**src/rtl/cpu_pkg.sv**
```systemverilog
// Shared CPU definitions: control FSM state encoding, register-zero index and RV32 opcodes.
package cpu_pkg;

   typedef enum logic [1:0] {
      ST_RUN      = 2'b00,
      ST_MEM_WAIT = 2'b01,
      ST_ERROR    = 2'b10
   } ctrl_state_e;

   localparam logic [4:0] REG_ZERO = 5'd0;

   localparam logic [6:0] OPC_R_TYPE = 7'b0110011;
   localparam logic [6:0] OPC_I_TYPE = 7'b0010011;
   localparam logic [6:0] OPC_LOAD   = 7'b0000011;
   localparam logic [6:0] OPC_STORE  = 7'b0100011;
   localparam logic [6:0] OPC_BEQ    = 7'b1100011;

endpackage

```
**src/rtl/hazard_detect.sv**
```systemverilog
// Combinational load-use detector: a load in EX whose non-zero destination feeds either ID source.
module hazard_detect
   import cpu_pkg::*;
(
   input  logic [4:0] id_rs1,
   input  logic [4:0] id_rs2,
   input  logic [4:0] ex_rd,
   input  logic       ex_mem_read,
   output logic       load_use
);

   logic [4:0] src [2];
   logic [1:0] src_match;

   assign src[0] = id_rs1;
   assign src[1] = id_rs2;

   genvar gi;
   generate
      for (gi = 0; gi < 2; gi++) begin : g_src
         assign src_match[gi] = (src[gi] == ex_rd);
      end
   endgenerate

   // x0 is hardwired to zero, so a load targeting it can never create a dependency
   assign load_use = ex_mem_read && (ex_rd != REG_ZERO) && (|src_match);

endmodule

```
**src/rtl/pipeline_ctrl.sv**
```systemverilog
// Pipeline stall/flush controller: memory-wait FSM with timeout, load-use bubble and branch flush.
// Optional performance counters are enabled by defining PIPELINE_CTRL_PERF_EN.
module pipeline_ctrl
   import cpu_pkg::*;
#(
   parameter int MEM_TIMEOUT = 255
) (
   input  logic       clk_i,
   input  logic       rst_n_i,
   input  logic [4:0] ID_rs1_i,
   input  logic [4:0] ID_rs2_i,
   input  logic [4:0] EX_rd_i,
   input  logic       EX_MemRead_i,
   input  logic       ID_Branch_i,
   input  logic       ID_Taken_i,
   input  logic       MEM_req_i,
   input  logic       MEM_ack_i,
   output logic       PC_write_o,
   output logic       IFID_write_o,
   output logic       IDEX_bubble_o,
   output logic       IFID_flush_o,
   output logic       pipe_en_o,
   output logic       mem_err_o,
   output logic [1:0] state_o
`ifdef PIPELINE_CTRL_PERF_EN
   ,
   output logic [31:0] stall_cnt_o,
   output logic [31:0] flush_cnt_o
`endif
);

   localparam logic [7:0] WAIT_LIMIT = 8'(MEM_TIMEOUT);

   ctrl_state_e state_reg, state_next;
   logic [7:0]  wait_cnt_reg, wait_cnt_next;
   logic        load_use;
   logic        mem_stall;

   logic pc_write, ifid_write, idex_bubble, ifid_flush, pipe_en, mem_err;

   hazard_detect u_hazard_detect (
      .id_rs1      (ID_rs1_i),
      .id_rs2      (ID_rs2_i),
      .ex_rd       (EX_rd_i),
      .ex_mem_read (EX_MemRead_i),
      .load_use    (load_use)
   );

   assign mem_stall = MEM_req_i && !MEM_ack_i;

   always_ff @(posedge clk_i or negedge rst_n_i) begin
      if (!rst_n_i) begin
         state_reg    <= ST_RUN;
         wait_cnt_reg <= 8'd0;
      end else begin
         state_reg    <= state_next;
         wait_cnt_reg <= wait_cnt_next;
      end
   end

   // The counter reaching the limit means MEM_TIMEOUT un-acked wait cycles have elapsed
   always_comb begin
      state_next    = state_reg;
      wait_cnt_next = wait_cnt_reg;
      case (state_reg)
         ST_RUN: begin
            wait_cnt_next = 8'd0;
            if (mem_stall) state_next = ST_MEM_WAIT;
         end
         ST_MEM_WAIT: begin
            if (MEM_ack_i) begin
               state_next = ST_RUN;
            end else begin
               wait_cnt_next = wait_cnt_reg + 8'd1;
               if (wait_cnt_next == WAIT_LIMIT) state_next = ST_ERROR;
            end
         end
         ST_ERROR: state_next = ST_ERROR;
         default:  state_next = ST_RUN;
      endcase
   end

   // Priority in RUN: memory stall, then load-use bubble, then branch flush
   always_comb begin
      pc_write    = 1'b0;
      ifid_write  = 1'b0;
      idex_bubble = 1'b0;
      ifid_flush  = 1'b0;
      pipe_en     = 1'b0;
      mem_err     = 1'b0;
      case (state_reg)
         ST_RUN: begin
            if (mem_stall) begin
               pipe_en = 1'b0;
            end else if (load_use) begin
               idex_bubble = 1'b1;
               pipe_en     = 1'b1;
            end else begin
               pc_write   = 1'b1;
               ifid_write = 1'b1;
               pipe_en    = 1'b1;
               ifid_flush = ID_Branch_i && ID_Taken_i;
            end
         end
         ST_MEM_WAIT: begin
            if (MEM_ack_i) begin
               pc_write   = 1'b1;
               ifid_write = 1'b1;
               pipe_en    = 1'b1;
            end
         end
         ST_ERROR: mem_err = 1'b1;
         default:  mem_err = 1'b0;
      endcase
   end

   // Outputs are forced low while reset is held, not only after the first edge
   assign PC_write_o    = pc_write    && rst_n_i;
   assign IFID_write_o  = ifid_write  && rst_n_i;
   assign IDEX_bubble_o = idex_bubble && rst_n_i;
   assign IFID_flush_o  = ifid_flush  && rst_n_i;
   assign pipe_en_o     = pipe_en     && rst_n_i;
   assign mem_err_o     = mem_err     && rst_n_i;
   assign state_o       = state_reg;

`ifdef PIPELINE_CTRL_PERF_EN
   logic [31:0] stall_cnt_reg, flush_cnt_reg;

   always_ff @(posedge clk_i or negedge rst_n_i) begin
      if (!rst_n_i) begin
         stall_cnt_reg <= 32'd0;
         flush_cnt_reg <= 32'd0;
      end else begin
         if (!pc_write && (stall_cnt_reg != 32'hFFFF_FFFF))
            stall_cnt_reg <= stall_cnt_reg + 32'd1;
         if (ifid_flush && (flush_cnt_reg != 32'hFFFF_FFFF))
            flush_cnt_reg <= flush_cnt_reg + 32'd1;
      end
   end

   assign stall_cnt_o = stall_cnt_reg;
   assign flush_cnt_o = flush_cnt_reg;
`endif

endmodule

```
**config.mk**
```make
export PLATFORM = sky130hd
export DESIGN_NAME = pipeline_ctrl
export DESIGN_NICKNAME = d
export VERILOG_FILES = /design/src/rtl/cpu_pkg.sv /design/src/rtl/hazard_detect.sv /design/src/rtl/pipeline_ctrl.sv
export SDC_FILE = /design/constraint.sdc
export NUM_CORES = 1
export LEC_CHECK = 0
export CORE_MARGIN = 2
export CORE_UTILIZATION = 39
export DETAILED_ROUTE_END_ITERATION = 8
export GPL_ROUTABILITY_DRIVEN = 0
export PLACE_DENSITY_LB_ADDON = 0.08
export SLEW_MARGIN = 30
export SYNTH_ARGS = -nofsm -noshare
export SYNTH_HDL_FRONTEND = slang
export SYNTH_SLANG_ARGS = --single-unit
export TNS_END_PERCENT = 10
```
**constraint.sdc**
```tcl
create_clock -name clk_i -period 1.6 [get_ports clk_i]
set_input_delay 0.32 -clock clk_i [delete_from_list [all_inputs] [get_ports clk_i]]
set_output_delay 0.32 -clock clk_i [all_outputs]
set_load 0.1 [all_outputs]
```
==> results of run 1 <==
kinds of logic after synthesis:
family / count (synthesis) / synth area share, %
and+or+nand+nor: 40 / 25.12
AOI/OAI and AO/OA: 23 / 18.84
xor gates and xnor gates: 12 / 12.86
buffers and inverters: 10 / 8.269
DFF: 10 / 30.63
adders and majority gates: 2 / 3.062
muxes: 1 / 1.225
placed cells by master (no fill, tap or decap), drive strengths merged, types with 2 or more instances in the layout:
cell type / synthesis / final
nor2: 8 / 8
a31oi: 2 / 2
or4: 2 / 2
ha: 2 / 2
clkbuf: 0 / 4
a21boi: 2 / 2
a211o: 2 / 2
o22ai: 2 / 2
buf: 5 / 32
dlygate4sd2: 0 / 6
dfrtp: 10 / 10
dlymetal6s2s: 0 / 6
a21oi: 4 / 4
nor4: 2 / 2
xnor2: 11 / 11
clkdlybuf4s50: 0 / 5
o21ai: 7 / 7
nand3: 7 / 7
inv: 5 / 5
nand2: 12 / 12
and4b: 2 / 2
per-layer routing:
metal	vias up	global-route usage, %	routed length, µm
li1	440	-	-
met1	408	23.09	906
met2	24	34.89	1225
met3	2	6.364	103
met5	-	0	0
met4	0	5.093	12
worst min-delay path by stage:
stage,from,cells after the start,to
floorplan,rst_n_i,0,wait_cnt_reg[0]
global placement,wait_cnt_reg[7],2,wait_cnt_reg[7]
detailed placement,wait_cnt_reg[7],2,wait_cnt_reg[7]
CTS,rst_n_i,2,wait_cnt_reg[5]
global route,rst_n_i,2,wait_cnt_reg[5]
finish,rst_n_i,2,wait_cnt_reg[2]
cell type report:
cell class | count | area [µm²] | area share, %
flip-flops and latches | 10 | 257.7 | 17.28
repair buffers | 50 | 544.3 | 36.49
well taps | 27 | 33.78 | 2.265
multi-input cells | 78 | 600.6 | 40.27
clock buffers | 4 | 36.28 | 2.433
inverters | 5 | 18.77 | 1.258
power by group through the flow:
stage | Combinational (W) | Clock [W] | Sequential (W)
floorplan | 0.000145 | 0 | 0.000280
global placement | 0.000288 | 0 | 0.000269
detailed placement | 0.000294 | 0 | 0.000270
CTS | 0.000301 | 0.000236 | 0.000265
global route | 0.000326 | 0.000258 | 0.000266
finish | 0.000306 | 0.000231 | 0.000266
per-stage QoR:
| step | total power, W | cells | hold slack [ns] | worst slack (ns) |
|---|---|---|---|---|
| after detailed placement | 0.0005632 | 168 | 0.5325 | -0.8831 |
| after global placement | 0.0005575 | 168 | 0.5233 | -0.8120 |
| after floorplan | 0.0004250 | 98 | 0.02441 | -1.156 |
| final | 0.0008030 | 174 | 0.1759 | -0.4085 |
| after CTS | 0.0008024 | 173 | 0.1755 | -0.4209 |
| after global routing | 0.0008496 | 174 | 0.1672 | -0.4480 |
repair_timing:
item                                    CTS  global route
gates resized for setup                  32             9
gates cloned                              0             0
hold endpoints to repair                  0             0
buffers inserted                          1             1
pin swaps                                 8            11
endpoints found under the setup margin    7             6
==> run_results.csv, run 1 <==
group,metric,value,unit
sta,worst_slew_pin_slew,0.3788,ns
critical_path,cp_top_family,"simple AND/OR/NAND/NOR gates",
synth,synthFlopType,"dfrtp_1",
sta,setup_tns,-1.639,ns
synth,syn_avg_cell_area,8.337,µm²
synth,seq_area_frac_synth,30.63,%
synth,ys_async_sr_fraction,100.0,%
clock_network,clock_tree.buffer_depth,2,
critical_path,crit_fanout,3,
final_layout,diodes,0,
grt,grtUsageTotal,19.85,%
final_layout,stdcell_area,0.001491,mm²
run_status,status,"finished with violations",
sta,finalHoldViolCount,0,
critical_path,reg2reg_setup_slack,0.09,ns
routing,drt-pass1-iter-count,4,
synth,yosys.area.top_type_share,30.63,%
critical_path,path_class,"input port to output port",
critical_path,rr_endpoint,"state_o[1]",
critical_path,critPathCaptureType,"output port",
sta,fin_ws,-0.4085,ns
grt,antenna_found_initial,0,
place,post_dp_cell_area,0.001378,mm²
clock_network,root_buffer,"clkbuf_4",
run_status,violations,"negative setup slack",
critical_path,reg2regPathDepth,4,
place,dp_hpwl,1751,µm
routing,wl,2249,µm
sta,period_needed,2.008,ns
synth,synth_common_cells,"nand2_1, xnor2_1, dfrtp_1",
power,p_sw,0.0002561,W
grt,grt_pass1_vias,860,
final_layout,largest_register_ff_count,8,
clock_network,cts_made_buffers,3,
synth,synth_top_area_cell,"dfrtp_1",
sta,fmax,497.9,MHz
clock_network,cts.sinks,10,
min_path,holdCritPathClass,"input port to async pin",
synth,synthDistinctLibCells,33,
critical_path,cp.depth,6,
floorplan,die_w,49.77,µm
power,vdd_drop_max,484.7,µV
clock_network,cts_tree,"done",
final_layout,area_growth,82.54,%
grt,grt_max_degree,19,
critical_path,arrival,1.69,ns
power,cellPowerDensity,538.4,mW/mm²
synth,netlist_instances,98,
final_layout,fin_util,76.02,%
power,total_leakage_power,0.6799,nW
floorplan,dieArea,0.002477,mm²
clock_network,path_clk_slew,0.07,ns
power,comb_power_share,38.1,%
synth,syn_area,817.0,µm²
power,clkPwrFrac,28.8,%
floorplan,io_pins,30,
critical_path,cp-endpoint,"IFID_flush_o",
synth,yosysWarnings,0,
critical_path,cp.required,1.28,ns
sta,rsz0062_at_grt,"yes",
routing,via_count,874,
critical_path,startpoint_type,"input port",
routing,drcViolationCount,0,
critical_path,critPathSlowestCell,"or4_4",
floorplan,rows,16,
sta,maxSlewHeadroom,74.52,%
power,sw_frac_of_total,31.90,%
grt,grt_overflow,0,
critical_path,r2r-start,"wait_cnt_reg[0]",
clock_network,holdBufCountCts,0,
floorplan,die_h,49.77,µm
final_layout,n_fill_cell,180,
final_layout,nets,172,
place,port_buffers,29,
final_layout,drive_gt1_share,39.46,%
synth,synth.area.top_cells,"dfrtp_1, xnor2_1, nand2_1",
sta,fin_crit_sh,125.5,%
synth,post-synth-top-count-cell,"nand2_1",
routing,drt.antenna.violating_nets,0,
routing,wl_per_cell,12.93,µm
power,p_seq_share,33.1,%
synth,synth-edff-count,0,
routing,drtIter0Drc,13,
critical_path,crit_chain,"buf_6 -> or4_4 -> o21ai_4 -> inv_2 -> a211oi_4 -> buf_12",
flow_run,drv_cap,0,
grt,grt_pass1_wl,3746,µm
critical_path,path_buf_inv,3,
critical_path,crit_path_start,"EX_rd_i[2]",
critical_path,critical-path-max-stage-delay,0.54,ns
sta,finClkSkew,0.005417,ns
floorplan,fp.coreArea,0.001962,mm²
sta,setup_viol,6,
clock_network,cts_max_level,1,
sta,finalMaxSlewViolations,0,
power,p_int,0.0005469,W
floorplan,start_util,41.65,%
synth,mappedNetlistNets,122,
clock_network,insertion_delay,0.27,ns
synth,ys_ff_latch,10,
routing,via_per_inst,5.023,
Power figures use the tool's default switching activity.
==> run 2, diff against run 1 <==
PLACE_DENSITY = 0.74   (was unset)
PLACE_DENSITY_LB_ADDON = unset   (was 0.08)
==> run 2 against run 1 <==
  * The run still ends with negative setup slack left
  * Cell area fell by 4.4%
  * First-iteration DRC count down 69%
  * Core utilization is 3.4 points lower
  * Sequential share of layout area up 0.80 points
  * Clock skew rose by 0.0047 ns
  * Total power fell by 8.0%
  * Global-route usage grew 1.2 points
  * Count of clock-buffer cells in the layout is the same
  * Combinational power fell by 4%
  * Critical path depth is the same
  * Largest cell class unchanged
  * Largest power group unchanged
==> run_results.csv, run 2 (same netlist as run 1, synthesis figures left out) <==
group,metric,value,unit
critical_path,startpoint_type,"input port",
critical_path,cp.required,1.28,ns
grt,grtUsageTotal,21.04,%
sta,fin_crit_sh,125.5,%
critical_path,path_class,"input port to output port",
clock_network,root_buffer,"clkbuf_4",
final_layout,multi_input_area,595.6,µm²
routing,drcViolationCount,0,
critical_path,crit_fanout,3,
critical_path,critPathCaptureType,"output port",
grt,antenna_found_initial,0,
final_layout,final_cell_mix,"buf_4, nand2_1, xnor2_1, dlygate4sd2_1",
critical_path,crit_chain,"buf_6 -> or4_4 -> o21ai_4 -> inv_2 -> a211oi_4 -> buf_12",
clock_network,clock_tree.buffer_depth,2,
sta,rsz0062_at_grt,"yes",
floorplan,fp.coreArea,0.001962,mm²
floorplan,io_pins,30,
routing,via_per_inst,5.129,
final_layout,area_growth,74.43,%
sta,finalMaxSlewViolations,0,
flow_run,drv_cap,0,
clock_network,insertion_delay,0.27,ns
sta,fmax,498.1,MHz
place,port_buffers,29,
sta,finalHoldViolCount,0,
routing,wl,2383,µm
clock_network,cts_made_buffers,3,
sta,worst_slew_pin_slew,0.2864,ns
floorplan,start_util,41.65,%
run_status,violations,"negative setup slack",
grt,grt_pass1_wl,4015,µm
floorplan,die_w,49.77,µm
final_layout,final_common_cell,"buf_4",
final_layout,regArea,257.7,µm²
routing,drtIter0Drc,4,
grt,grt_overflow,0,
run_status,status,"finished with violations",
critical_path,critical-path-max-stage-delay,0.53,ns
critical_path,critPathSlowestCell,"or4_4",
routing,drt-pass1-iter-count,4,
place,dpl.cell_count,166,
power,vdd_drop_max,652.2,µV
routing,top_layer_used,"met4",
final_layout,largest_register_ff_count,8,
routing,drt.antenna.violating_nets,0,
routing,met3_length,65,µm
clock_network,cts_tree,"done",
clock_network,path_clk_slew,0.07,ns
floorplan,dieArea,0.002477,mm²
grt,grt_pass1_vias,889,
clock_network,cts_setup_buffers,0,
min_path,holdCritPathClass,"input port to async pin",
power,cellPowerDensity,518.2,mW/mm²
grt,grt_max_degree,19,
routing,wl_per_cell,14.02,µm
final_layout,n_fill_cell,164,
power,total_leakage_power,0.6040,nW
routing,via_count,872,
sta,finClkSkew,0.01014,ns
routing,wl_met2,1364,µm
final_layout,nets,168,
floorplan,die_h,49.77,µm
sta,period_needed,2.008,ns
place,dp_hpwl,1868,µm
clock_network,cts.sinks,10,
routing,wl_met1,944,µm
floorplan,rows,16,
critical_path,arrival,1.69,ns
final_layout,diodes,0,
final_layout,stdcell_area,0.001425,mm²
final_layout,drive_gt1_share,37.76,%
sta,maxSlewHeadroom,80.75,%
critical_path,reg2regPathDepth,4,
sta,fin_ws,-0.4077,ns
final_layout,stdcell_count,170,
place,post_dp_cell_area,0.001363,mm²
sta,setup_viol,6,
clock_network,cts_max_level,1,
run 2: cell count changes in the layout (fill, tap and decap cells not counted), sizes merged:
cell          change
dlygate4sd2       +5
buf               -4
dlymetal6s2s      -5
run 2: layout make-up:
cell class | instances | share of cell area [%]
Multi-Input combinational cell | 78 | 41.79
Inverter | 5 | 1.317
Clock buffer | 4 | 1.844
Tap cell | 27 | 2.370
Timing Repair Buffer | 46 | 34.59
Sequential cell | 10 | 18.09
run 2: per-layer routing:
layer	global-route usage (%)	vias to the layer above
li1	-	437
met4	3.704	0
met3	5.758	3
met5	0	-
met2	38.22	12
met1	24.71	420
run 2: critical path, delay by kind of cell:
kind | cells | cell delay (ns)
buffers and inverters | 3 | 0.36
AO/OA/AOI/OAI | 2 | 0.46
AND/OR/NAND/NOR | 1 | 0.53
run 2: worst paths after layout:
kind	start	end	slack, ns
min	rst_n_i	state_o[0]	0.18
max	EX_rd_i[3]	IFID_flush_o	-0.41
min reg2reg	wait_cnt_reg[6]	wait_cnt_reg[6]	0.56
max reg2reg	state_o[1]	wait_cnt_reg[3]	0.08
min in group clk_i	wait_cnt_reg[6]	wait_cnt_reg[6]	0.56
max in group asynchronous	rst_n_i	state_o[1]	1.26
run 2: what timing repair did:
action	in CTS	in global routing
endpoints found under the setup margin	7	7
pin swaps	11	3
hold buffers	0	0
resized for setup	39	2
endpoints found under the hold margin	0	0
run 2: where the power goes:
group / leakage, nW / internal, W / switching (W)
sequential: 0.134 / 0.000258 / 0.00000774
clock: 0.0150 / 0.0000961 / 0.0000831
combinational: 0.455 / 0.000139 / 0.000155
total: 0.604 / 0.000493 / 0.000246
run 2: per-stage QoR:
step	util, %	TNS, ns	power (W)	worst slack [ns]	hold slack [ns]
after floorplan	-	-4.341	0.0004250	-1.156	0.02441
after global placement	69.45	-3.612	0.0005532	-0.7207	0.5262
after detailed placement	69.45	-4.100	0.0005606	-0.8029	0.5539
after CTS	72.19	-1.645	0.0007461	-0.4162	0.1918
after global routing	72.64	-1.873	0.0007798	-0.4503	0.2121
final	72.64	-1.605	0.0007385	-0.4077	0.1834
